[src/rtl/pf_types_pkg.sv]
// rtl/pf_types_pkg.sv - shared types, widths and helpers for the prefetch memory arbiter
// Contents:
//   pf_arb_state_t  arbiter FSM state (IDLE, I_BUSY, D_BUSY, PF_BUSY)
//   ADDR_WIDTH, LINE_WIDTH, OFFSET_BITS  default bus geometry
//   GNT_*           bit positions of the one-hot grant vector
//   line_align()    clears the intra-line byte offset of an address
package pf_types_pkg;

  localparam int ADDR_WIDTH  = 32;
  localparam int LINE_WIDTH  = 256;
  localparam int OFFSET_BITS = 5;

  localparam int GNT_W  = 3;
  localparam int GNT_I  = 0;
  localparam int GNT_D  = 1;
  localparam int GNT_PF = 2;

  typedef enum logic [1:0] {
    IDLE    = 2'd0,
    I_BUSY  = 2'd1,
    D_BUSY  = 2'd2,
    PF_BUSY = 2'd3
  } pf_arb_state_t;

  function automatic logic [ADDR_WIDTH-1:0] line_align(input logic [ADDR_WIDTH-1:0] addr,
                                                       input int offset_bits);
    logic [ADDR_WIDTH-1:0] mask;
    mask = '1;
    mask = mask << offset_bits;
    return addr & mask;
  endfunction

endpackage

[src/rtl/pf_mem_arbiter_if.sv]
// rtl/pf_mem_arbiter_if.sv - requester and memory-side bundle of the prefetch memory arbiter
// Signals:
//   i_*   I-cache read port      (read, address in; rdata, resp out of the arbiter)
//   d_*   D-cache read/writeback (read, write, address, wdata in; rdata, resp out)
//   pf_*  prefetcher read port   (read, address in; rdata, resp out)
//   mem_* physical memory port   (read, write, address, wdata out; rdata, resp in)
// Modports:
//   slave   arbiter view
//   master  environment view (caches, prefetcher and memory)
interface pf_mem_arbiter_if #(
  parameter int ADDR_WIDTH = pf_types_pkg::ADDR_WIDTH,
  parameter int LINE_WIDTH = pf_types_pkg::LINE_WIDTH
);

  logic                  i_read;
  logic [ADDR_WIDTH-1:0] i_address;
  logic [LINE_WIDTH-1:0] i_rdata;
  logic                  i_resp;

  logic                  d_read;
  logic                  d_write;
  logic [ADDR_WIDTH-1:0] d_address;
  logic [LINE_WIDTH-1:0] d_wdata;
  logic [LINE_WIDTH-1:0] d_rdata;
  logic                  d_resp;

  logic                  pf_read;
  logic [ADDR_WIDTH-1:0] pf_address;
  logic [LINE_WIDTH-1:0] pf_rdata;
  logic                  pf_resp;

  logic                  mem_read;
  logic                  mem_write;
  logic [ADDR_WIDTH-1:0] mem_address;
  logic [LINE_WIDTH-1:0] mem_wdata;
  logic [LINE_WIDTH-1:0] mem_rdata;
  logic                  mem_resp;

  modport slave (
    input  i_read, i_address,
    output i_rdata, i_resp,
    input  d_read, d_write, d_address, d_wdata,
    output d_rdata, d_resp,
    input  pf_read, pf_address,
    output pf_rdata, pf_resp,
    output mem_read, mem_write, mem_address, mem_wdata,
    input  mem_rdata, mem_resp
  );

  modport master (
    output i_read, i_address,
    input  i_rdata, i_resp,
    output d_read, d_write, d_address, d_wdata,
    input  d_rdata, d_resp,
    output pf_read, pf_address,
    input  pf_rdata, pf_resp,
    input  mem_read, mem_write, mem_address, mem_wdata,
    output mem_rdata, mem_resp
  );

endinterface

[src/rtl/pf_arb_grant.sv]
// rtl/pf_arb_grant.sv - combinational priority-plus-age grant for the memory arbiter
// Ports:
//   en        grant evaluation enable (arbiter is idle)
//   i_read    I-cache request
//   d_read    D-cache read request
//   d_write   D-cache writeback request
//   pf_read   prefetch request
//   age       demand grants taken while a prefetch has been waiting
//   grant_oh  one-hot grant, bit positions GNT_I / GNT_D / GNT_PF
module pf_arb_grant
  import pf_types_pkg::*;
#(
  parameter int PF_AGE_MAX = 4,
  parameter int AGE_W      = 3
) (
  input  logic             en,
  input  logic             i_read,
  input  logic             d_read,
  input  logic             d_write,
  input  logic             pf_read,
  input  logic [AGE_W-1:0] age,
  output logic [GNT_W-1:0] grant_oh
);

  localparam logic [AGE_W-1:0] AGE_SAT = AGE_W'(PF_AGE_MAX);

  // A prefetch that has watched PF_AGE_MAX demand grants go by jumps the
  // queue once; otherwise demand (D before I) always wins over prefetch.
  always_comb begin
    grant_oh = '0;
    if (en) begin
      if (pf_read && (age == AGE_SAT)) begin
        grant_oh[GNT_PF] = 1'b1;
      end else if (d_read || d_write) begin
        grant_oh[GNT_D] = 1'b1;
      end else if (i_read) begin
        grant_oh[GNT_I] = 1'b1;
      end else if (pf_read) begin
        grant_oh[GNT_PF] = 1'b1;
      end
    end
  end

endmodule

[src/rtl/pf_mem_arbiter.sv]
// rtl/pf_mem_arbiter.sv - single-outstanding cacheline memory arbiter for I-cache, D-cache and prefetcher
// Ports:
//   clk  rising-edge clock
//   rst  asynchronous active-high reset
//   bus  pf_mem_arbiter_if.slave: requester ports (i_*, d_*, pf_*) and the
//        line-wide physical memory port (mem_*)
// Commands are registered one cycle after grant and held until mem_resp.
// Completion pulses are combinational from mem_resp for the current owner;
// read data is forwarded in that cycle and a registered copy is held after.
module pf_mem_arbiter
  import pf_types_pkg::*;
#(
  parameter int ADDR_WIDTH  = pf_types_pkg::ADDR_WIDTH,
  parameter int LINE_WIDTH  = pf_types_pkg::LINE_WIDTH,
  parameter int OFFSET_BITS = pf_types_pkg::OFFSET_BITS,
  parameter int PF_AGE_MAX  = 4
) (
  input  logic            clk,
  input  logic            rst,
  pf_mem_arbiter_if.slave bus
);

  localparam int               AGE_W   = $clog2(PF_AGE_MAX + 1);
  localparam logic [AGE_W-1:0] AGE_SAT = AGE_W'(PF_AGE_MAX);

  pf_arb_state_t         state_q, state_d;
  logic [AGE_W-1:0]      age_q, age_d, age_bump;
  logic                  mem_read_q, mem_read_d;
  logic                  mem_write_q, mem_write_d;
  logic [ADDR_WIDTH-1:0] mem_address_q, mem_address_d;
  logic [LINE_WIDTH-1:0] mem_wdata_q, mem_wdata_d;
  logic [LINE_WIDTH-1:0] i_rdata_q, i_rdata_d;
  logic [LINE_WIDTH-1:0] d_rdata_q, d_rdata_d;
  logic [LINE_WIDTH-1:0] pf_rdata_q, pf_rdata_d;
  logic [GNT_W-1:0]      grant_oh;
  logic                  idle;
  logic                  i_resp_w, d_resp_w, pf_resp_w;

  assign idle = (state_q == IDLE);

  pf_arb_grant #(
    .PF_AGE_MAX (PF_AGE_MAX),
    .AGE_W      (AGE_W)
  ) u_grant (
    .en       (idle),
    .i_read   (bus.i_read),
    .d_read   (bus.d_read),
    .d_write  (bus.d_write),
    .pf_read  (bus.pf_read),
    .age      (age_q),
    .grant_oh (grant_oh)
  );

  // Saturating increment used when a demand grant passes over a waiting prefetch.
  assign age_bump = (age_q == AGE_SAT) ? age_q : age_q + AGE_W'(1);

  always_comb begin
    state_d       = state_q;
    age_d         = age_q;
    mem_read_d    = mem_read_q;
    mem_write_d   = mem_write_q;
    mem_address_d = mem_address_q;
    mem_wdata_d   = mem_wdata_q;
    i_rdata_d     = i_rdata_q;
    d_rdata_d     = d_rdata_q;
    pf_rdata_d    = pf_rdata_q;

    unique case (state_q)
      IDLE: begin
        if (grant_oh[GNT_PF]) begin
          state_d       = PF_BUSY;
          mem_read_d    = 1'b1;
          mem_write_d   = 1'b0;
          mem_address_d = line_align(bus.pf_address, OFFSET_BITS);
          age_d         = '0;
        end else if (grant_oh[GNT_D]) begin
          state_d       = D_BUSY;
          mem_read_d    = bus.d_read;
          mem_write_d   = bus.d_write;
          mem_address_d = line_align(bus.d_address, OFFSET_BITS);
          if (bus.d_write) begin
            mem_wdata_d = bus.d_wdata;
          end
          age_d         = bus.pf_read ? age_bump : '0;
        end else if (grant_oh[GNT_I]) begin
          state_d       = I_BUSY;
          mem_read_d    = 1'b1;
          mem_write_d   = 1'b0;
          mem_address_d = line_align(bus.i_address, OFFSET_BITS);
          age_d         = bus.pf_read ? age_bump : '0;
        end else begin
          // No grant: a waiting prefetch keeps its age, otherwise it clears.
          age_d = bus.pf_read ? age_q : '0;
        end
      end
      default: begin
        // Busy: requests are not looked at until the arbiter is idle again.
        if (bus.mem_resp) begin
          state_d     = IDLE;
          mem_read_d  = 1'b0;
          mem_write_d = 1'b0;
          case (state_q)
            I_BUSY:  i_rdata_d  = bus.mem_rdata;
            D_BUSY:  d_rdata_d  = bus.mem_rdata;
            default: pf_rdata_d = bus.mem_rdata;
          endcase
        end
      end
    endcase
  end

  always_ff @(posedge clk or posedge rst) begin
    if (rst) begin
      state_q       <= IDLE;
      age_q         <= '0;
      mem_read_q    <= 1'b0;
      mem_write_q   <= 1'b0;
      mem_address_q <= '0;
      mem_wdata_q   <= '0;
      i_rdata_q     <= '0;
      d_rdata_q     <= '0;
      pf_rdata_q    <= '0;
    end else begin
      state_q       <= state_d;
      age_q         <= age_d;
      mem_read_q    <= mem_read_d;
      mem_write_q   <= mem_write_d;
      mem_address_q <= mem_address_d;
      mem_wdata_q   <= mem_wdata_d;
      i_rdata_q     <= i_rdata_d;
      d_rdata_q     <= d_rdata_d;
      pf_rdata_q    <= pf_rdata_d;
    end
  end

  // Only the current owner sees mem_resp; mem_resp while idle is dropped.
  assign i_resp_w  = (state_q == I_BUSY)  && bus.mem_resp;
  assign d_resp_w  = (state_q == D_BUSY)  && bus.mem_resp;
  assign pf_resp_w = (state_q == PF_BUSY) && bus.mem_resp;

  assign bus.i_resp   = i_resp_w;
  assign bus.d_resp   = d_resp_w;
  assign bus.pf_resp  = pf_resp_w;

  assign bus.i_rdata  = i_resp_w  ? bus.mem_rdata : i_rdata_q;
  assign bus.d_rdata  = d_resp_w  ? bus.mem_rdata : d_rdata_q;
  assign bus.pf_rdata = pf_resp_w ? bus.mem_rdata : pf_rdata_q;

  assign bus.mem_read    = mem_read_q;
  assign bus.mem_write   = mem_write_q;
  assign bus.mem_address = mem_address_q;
  assign bus.mem_wdata   = mem_wdata_q;

endmodule

[src/flat_wrapper.sv]
// flat-port wrapper written by rule: the top's interface ports become plain ports
module pf_mem_arbiter_flat import pf_types_pkg::*;
#(
  parameter int ADDR_WIDTH  = pf_types_pkg::ADDR_WIDTH,
  parameter int LINE_WIDTH  = pf_types_pkg::LINE_WIDTH,
  parameter int OFFSET_BITS = pf_types_pkg::OFFSET_BITS,
  parameter int PF_AGE_MAX  = 4
)
  (clk, rst, bus_i_read, bus_i_address, bus_i_rdata, bus_i_resp, bus_d_read, bus_d_write, bus_d_address, bus_d_wdata, bus_d_rdata, bus_d_resp, bus_pf_read, bus_pf_address, bus_pf_rdata, bus_pf_resp, bus_mem_read, bus_mem_write, bus_mem_address, bus_mem_wdata, bus_mem_rdata, bus_mem_resp);
  pf_mem_arbiter_if #(.ADDR_WIDTH(ADDR_WIDTH), .LINE_WIDTH(LINE_WIDTH)) bus_i ();
  input  logic clk;
  input  logic rst;
  input wire logic [$bits(bus_i.i_read)-1:0] bus_i_read;
  input wire logic [$bits(bus_i.i_address)-1:0] bus_i_address;
  output wire logic [$bits(bus_i.i_rdata)-1:0] bus_i_rdata;
  output wire logic [$bits(bus_i.i_resp)-1:0] bus_i_resp;
  input wire logic [$bits(bus_i.d_read)-1:0] bus_d_read;
  input wire logic [$bits(bus_i.d_write)-1:0] bus_d_write;
  input wire logic [$bits(bus_i.d_address)-1:0] bus_d_address;
  input wire logic [$bits(bus_i.d_wdata)-1:0] bus_d_wdata;
  output wire logic [$bits(bus_i.d_rdata)-1:0] bus_d_rdata;
  output wire logic [$bits(bus_i.d_resp)-1:0] bus_d_resp;
  input wire logic [$bits(bus_i.pf_read)-1:0] bus_pf_read;
  input wire logic [$bits(bus_i.pf_address)-1:0] bus_pf_address;
  output wire logic [$bits(bus_i.pf_rdata)-1:0] bus_pf_rdata;
  output wire logic [$bits(bus_i.pf_resp)-1:0] bus_pf_resp;
  output wire logic [$bits(bus_i.mem_read)-1:0] bus_mem_read;
  output wire logic [$bits(bus_i.mem_write)-1:0] bus_mem_write;
  output wire logic [$bits(bus_i.mem_address)-1:0] bus_mem_address;
  output wire logic [$bits(bus_i.mem_wdata)-1:0] bus_mem_wdata;
  input wire logic [$bits(bus_i.mem_rdata)-1:0] bus_mem_rdata;
  input wire logic [$bits(bus_i.mem_resp)-1:0] bus_mem_resp;
  assign bus_i.i_read = bus_i_read;
  assign bus_i.i_address = bus_i_address;
  assign bus_i_rdata = bus_i.i_rdata;
  assign bus_i_resp = bus_i.i_resp;
  assign bus_i.d_read = bus_d_read;
  assign bus_i.d_write = bus_d_write;
  assign bus_i.d_address = bus_d_address;
  assign bus_i.d_wdata = bus_d_wdata;
  assign bus_d_rdata = bus_i.d_rdata;
  assign bus_d_resp = bus_i.d_resp;
  assign bus_i.pf_read = bus_pf_read;
  assign bus_i.pf_address = bus_pf_address;
  assign bus_pf_rdata = bus_i.pf_rdata;
  assign bus_pf_resp = bus_i.pf_resp;
  assign bus_mem_read = bus_i.mem_read;
  assign bus_mem_write = bus_i.mem_write;
  assign bus_mem_address = bus_i.mem_address;
  assign bus_mem_wdata = bus_i.mem_wdata;
  assign bus_i.mem_rdata = bus_mem_rdata;
  assign bus_i.mem_resp = bus_mem_resp;
  pf_mem_arbiter #(.ADDR_WIDTH(ADDR_WIDTH), .LINE_WIDTH(LINE_WIDTH), .OFFSET_BITS(OFFSET_BITS), .PF_AGE_MAX(PF_AGE_MAX)) u_core (.clk(clk), .rst(rst), .bus(bus_i));
endmodule
[config.mk]
export PLATFORM = sky130hd
export DESIGN_NAME = pf_mem_arbiter_flat
export DESIGN_NICKNAME = d
export VERILOG_FILES = /design/src/rtl/pf_types_pkg.sv /design/src/rtl/pf_mem_arbiter_if.sv /design/src/rtl/pf_arb_grant.sv /design/src/rtl/pf_mem_arbiter.sv /design/src/flat_wrapper.sv
export SDC_FILE = /design/constraint.sdc
export NUM_CORES = 2
export LEC_CHECK = 0
export ABC_AREA = 1
export CAP_MARGIN = 10
export CORE_AREA = 2 2 651 653
export CTS_CLUSTER_SIZE = 12
export DETAILED_ROUTE_END_ITERATION = 7
export DIE_AREA = 0 0 653 655
export GPL_TIMING_DRIVEN = 0
export HOLD_SLACK_MARGIN = 0.05
export PLACE_DENSITY_LB_ADDON = 0.25
export SYNTH_ARGS = -nofsm -noshare
export SYNTH_HDL_FRONTEND = slang
export SYNTH_SLANG_ARGS = --single-unit
[constraint.sdc]
create_clock -name clk -period 50.5 [get_ports clk]
set_input_delay 5.05 -clock clk [delete_from_list [all_inputs] [get_ports clk]]
set_output_delay 5.05 -clock clk [all_outputs]
set_load 0.03 [all_outputs]
== After elaboration in Yosys (flattened, before gate mapping) ==
Index checks and enable logic that the tools add are counted.

* Bitwise logic cells: 3
* Magnitude comparators: 0
* $add $sub $neg: 1
* Equal/unequal tests: 6
* Muxes and demuxes: 35
* Div/mod/pow operators: 0
* Multiply operators: 0
* Reductions and logical operators: 16
* Shift-type cells: 0

{| class="wikitable"
|+ Operators by type and width
! kind !! count
|-
| 256-bit two-way mux || 3
|-
| 32-bit two-way mux || 3
|-
| 3-bit two-way mux || 7
|-
| 1-bit two-way mux || 16
|-
| 2-bit two-way mux || 6
|-
| 3-bit AND reduction || 3
|-
| 4-bit by 1-bit != test with 1-bit output, second input constant || 2
|-
| 2-bit AND reduction || 3
|-
| 2-bit == test, second input constant || 2
|-
| 1-bit logical AND || 4
|-
| 4-bit AND reduction || 1
|-
| 3-bit by 1-bit adder with 3-bit output, second input constant || 1
|-
| 3-bit == test, second input constant || 1
|-
| 1-bit inverter || 3
|-
| 3-bit nonzero test || 1
|-
| 2-bit by 1-bit == test with 1-bit output, second input constant || 1
|-
| 2-bit zero test || 1
|-
| 2-bit nonzero test || 1
|-
| 2-bit OR reduction || 1
|-
| 1-bit logical OR || 1
|}

* Input bits: 615
* Word-level logic and storage cells: 70
* Memory bits (writable): 0
* ROM bits: 0
* Output and inout bits: 1061
* Memories: 0
* Bits in registers: 1063
* Bits in latches: 0

== Depth between registers and ports, before layout ==
* Depth after elaboration: 9
* Mapped depth: 11
* Depth with buffers taken out: 10

== Modules after synthesis ==
From an unflattened synthesis, not the netlist that was laid out.

* Cells, all modules: 4703
* Area, all modules: 42559.6 µm²

{| class="wikitable"
|+ Modules (own cells, without submodules)
! module !! times used !! seq. area each (µm²) !! cells an instance !! area an instance (µm²)
|-
| pf_mem_arbiter || 1 || 26475.4 || 4689 || 42487.0
|-
| pf_arb_grant || 1 || 0.0 || 14 || 72.6
|}

== Worst setup path after synthesis ==
Ideal clock, no wire load.

* Path type: input to output
* From: input bus_mem_resp
* To: output bus_pf_rdata[10]
* Data arrival time: 6829 ps
* Required time: 45450 ps
* Path slack: 38621 ps
* Path buffers: 2
* Cell stages on the path: 6
* Cells stage by stage: inv_1 > nor3_2 > inv_2 > buf_2 > clkbuf_1 > o21ai_0

* Cells in the longest elaborated chain, start to end: 2

{| class="wikitable"
|+ Ends and longest elaborated chain
! what !! line !! RTL
|-
| start: declaration || flat_wrapper.sv:32 || <nowiki>input wire logic [$bits(bus_i.mem_resp)-1:0] bus_mem_resp;</nowiki>
|-
| 1-bit logical AND || pf_mem_arbiter.sv:139 || <nowiki>assign pf_resp_w = (state_q == PF_BUSY) && bus.mem_resp;</nowiki>
|-
| via bus_pf_resp || flat_wrapper.sv:26 || <nowiki>output wire logic [$bits(bus_i.pf_resp)-1:0] bus_pf_resp;</nowiki>
|-
| 256-bit two-way mux || pf_mem_arbiter.sv:147 || <nowiki>assign bus.pf_rdata = pf_resp_w ? bus.mem_rdata : pf_rdata_q;</nowiki>
|-
| end: declaration || flat_wrapper.sv:25 || <nowiki>output wire logic [$bits(bus_i.pf_rdata)-1:0] bus_pf_rdata;</nowiki>
|}

The timed path passes the listed nets, and every way through them passes these cells.

== Worst setup path after layout ==
* From: input bus_mem_resp
* To: output bus_pf_rdata[73]

* Cells in the longest elaborated chain, start to end: 2

{| class="wikitable"
|+ Ends and longest elaborated chain
! what !! line
|-
| 1-bit logical AND || pf_mem_arbiter.sv:139
|-
| 256-bit two-way mux || pf_mem_arbiter.sv:147
|}

Every way passes these cells.

==> flow_summary_export.csv <==
group,metric,value,unit
run_status,status,"finished, final reports clean",
synth,avgSynthCellArea,8.933,um^2
floorplan,chipHeight,655,um
sta,hold_viol_final,0,
sta,fmax,70.50,MHz
worst_hold_path,worstHoldStart,"u_core.bus.mem_wdata[64]$_DFFE_PP0P_",
route,vias,42591,
clock_tree,cts_hold_buf,0,
synth,yosysUniqueCellTypes,25,
setup_path,critPathCaptureType,"primary output",
grt,grt_overflow_total,0,
sta,slew_headroom,18.23,%
place,dp.cells,11966,
cells_and_area,finalNonFillerCells,12261,
setup_path,crit_start,"bus_mem_resp",
clock_tree,cts_resized,0,
setup_path,crit_type,"in2out",
setup_path,crit_path_start_kind,"input pin",
clock_tree,post-cts-setup-buffers,0,
synth,async_reset_ff_share,100.0,%
setup_path,worstPathArrival,9.14,ns
power,clkPwrFrac,19.8,%
floorplan,start_util,10.06,%
power,vdd_ir_drop_max,0.04102,mV
setup_path,rr_startpoint,"u_core.state_q[0]$_DFFE_PP0P_",
cells_and_area,area_growth,68.69,%
synth,yosys.area.top_type,"dfrtp_1",
clock_tree,cts_made_buffers,150,
place,dp_hpwl,293200,um
power,cellPowerDensity,80.93,nW/um^2
synth,synth_edf_count,0,
sta,rsz0062_at_grt,"no",
synth,ys_warn_count,0,
sta,finalSetupViolCount,0,
cells_and_area,final_layout_size_suffix_gt1_share,6.606,%
synth,synth.area.top_cells,"dfrtp_1, nand2_1, o21ai_1, o21ai_0, inv_1",
synth,synth-seq-cells,1058,
clock_tree,cts_tree,"yes",
route,wl_per_cell,28.71,um
floorplan,die_w,653,um
synth,yosysMostFrequentCell,"nand2_1",
route,ant_nets,0,
floorplan,dieArea,427700,um^2
sta,fin_hold_ws,0.4665,ns
cells_and_area,finalNetCount,7193,
synth,ys.flop_type,"dfrtp_1",
route,drt_wl_total,352100,um
clock_tree,clkTransAtPathRegs,0.05,ns
power,leakagePower,31.17,nW
setup_path,worstPathRequired,45.45,ns
sta,worst_clock_skew,0.03958,ns
power,internal-power,2.954,mW
floorplan,rows,239,
sta,worstMarginPinSlew,1.223,ns
synth,synth_top_cells_by_count,"nand2_1, dfrtp_1, o21ai_1, o21ai_0, inv_1",
synth,synth-seq-area-share,62.41,%
synth,synth_top_area_share,62.41,%
place,port_buffers,1655,
route,vias_per_cell,3.474,
route,drcViolationCount,0,
clock_tree,clock_latency,0.84,ns
floorplan,core,421600,um^2
worst_hold_path,hold_path_class,"reg2reg",
sta,finalSetupTns,0,ns
sta,post-route-period-util,28.09,%
grt,grt_pass1_vias,42329,
place,place_congestion,0.8918,
clock_tree,numClockSinks,1058,
power,pwr-share-comb,56.3,%
synth,syn-instance-count,4749,
clock_tree,cts_buffer_depth,4,
synth,synth_area,42420,um^2
grt,antenna_found_initial,109,
clock_tree,cts_root_buf,"clkbuf_16",
power,switching_share,49.00,%
grt,grt_pass1_wl,446300,um
route,drt_first_pass_iters,5,
sta,min_period,14.19,ns
run,drv_cap,0,
power,p_seq_share,24.0,%
route,drt_iter0_markers,3124,
floorplan,io_pins,1676,
grt,grt_usage,15.81,%
grt,grt_max_degree,110,
clock_tree,htreeDepth,4,
power,p_switching,2.838,mW
setup_path,path_max_fanout,10,
sta,drv_slew,0,
==> cells in the final DEF, fill, tap and decap left out, drive strengths merged, types with 6 or more instances in the layout <==
| master | n |
|---|---|
| nand4 | 27 |
| clkbuf | 355 |
| clkinvlp | 6 |
| o21ai | 1284 |
| inv | 277 |
| diode | 27 |
| bufinv | 15 |
| clkinv | 19 |
| buf | 195 |
| nand2 | 1721 |
| dfrtp | 1058 |
| nand3 | 61 |
| clkdlybuf4s50 | 1655 |
==> kinds of logic (layout without fill, tap and decap cells) <==
group / Yosys count / in the layout / synth area share (%)
AO/OA/AOI/OAI: 1288 / 1288 / 15.22
other: 1 / 32 / 0.008840
adder cells (fa/ha/maj): 2 / 2 / 0.05898
AND/OR/NAND/NOR: 1816 / 1816 / 16.50
flip-flops: 1058 / 1058 / 62.41
buffers and inverters: 584 / 2522 / 5.807
==> worst paths after layout <==
check | end | slack, ns | cells past startpoint
setup / recovery | bus_pf_rdata[73] | 36.31 | 8
hold / removal | u_core.bus.mem_wdata[64]$_DFFE_PP0P_ | 0.47 | 2
setup reg to reg | u_core.pf_rdata_q[72]$_DFFE_PP0P_ | 47.27 | 6
hold reg to reg | u_core.bus.mem_wdata[64]$_DFFE_PP0P_ | 0.47 | 2
max in group asynchronous | u_core.bus.mem_address[18]$_DFFE_PP0P_ | 42.83 | 6
min in group asynchronous | u_core.pf_rdata_q[139]$_DFFE_PP0P_ | 4.78 | 2
==> per-layer routing <==
layer	GRT usage (%)	vias to the layer above	part of all wire [%]
met5	0	-	0.057
li1	-	19152	-
met3	4.976	395	8.0
met2	27.90	1638	50
met4	4.658	32	3.2
met1	18.16	21374	39
==> power by group through the flow <==
stage	clock [mW]	combinational, mW	sequential, mW
6_report	1.14	3.26	1.39
5_1_grt	1.21	3.45	1.42
4_1_cts	1.18	3.33	1.38
3_5_place_dp	0	3.32	1.40
3_3_place_gp	0	3.31	1.42
2_1_floorplan	0	1.36	1.59
==> per-stage QoR <==
step / utilization [%] / power (mW) / cell area, um^2 / worst slack (ns)
2_1_floorplan: - / 2.955 / 42440 / 15.67
3_3_place_gp: 15.64 / 4.729 / 65940 / -3.533
3_5_place_dp: 15.73 / 4.713 / 66330 / 35.81
4_1_cts: 16.95 / 5.897 / 71480 / 35.80
5_1_grt: 16.96 / 6.083 / 71510 / 35.78
6_report: 16.97 / 5.792 / 71560 / 36.31
==> worst max-delay path, stage by stage <==
cell	delay [ns]
clkdlybuf4s50_1	0.41
inv_1	0.17
nor3_2	0.10
inv_2	0.54
buf_2	0.63
clkbuf_1	0.82
o21ai_0	0.26
clkdlybuf4s50_1	0.95
==> state kept, by name (all words and copies together), names as in the netlist <==
register and flops:
u_core.bus.mem_read 1, u_core.pf_rdata_q 256, u_core.bus.mem_wdata 256, u_core.i_rdata_q 256, u_core.age_q 3, u_core.bus.mem_address 27, u_core.state_q 2, u_core.bus.mem_write 1
u_core.d_rdata_q 256
==> layout make-up <==
type	instances	area [um^2]
inverters	271	1025
clock buffers	221	4436
flip-flops and latches	1058	26480
fillers	47843	350100
diodes	27	67.56
well taps	5543	6935
repair buffers	1671	16960
clock inverters	46	711.9
plain buffers	313	1456
multi-input cells	3111	13500
(Power assumes the default switching activity.)
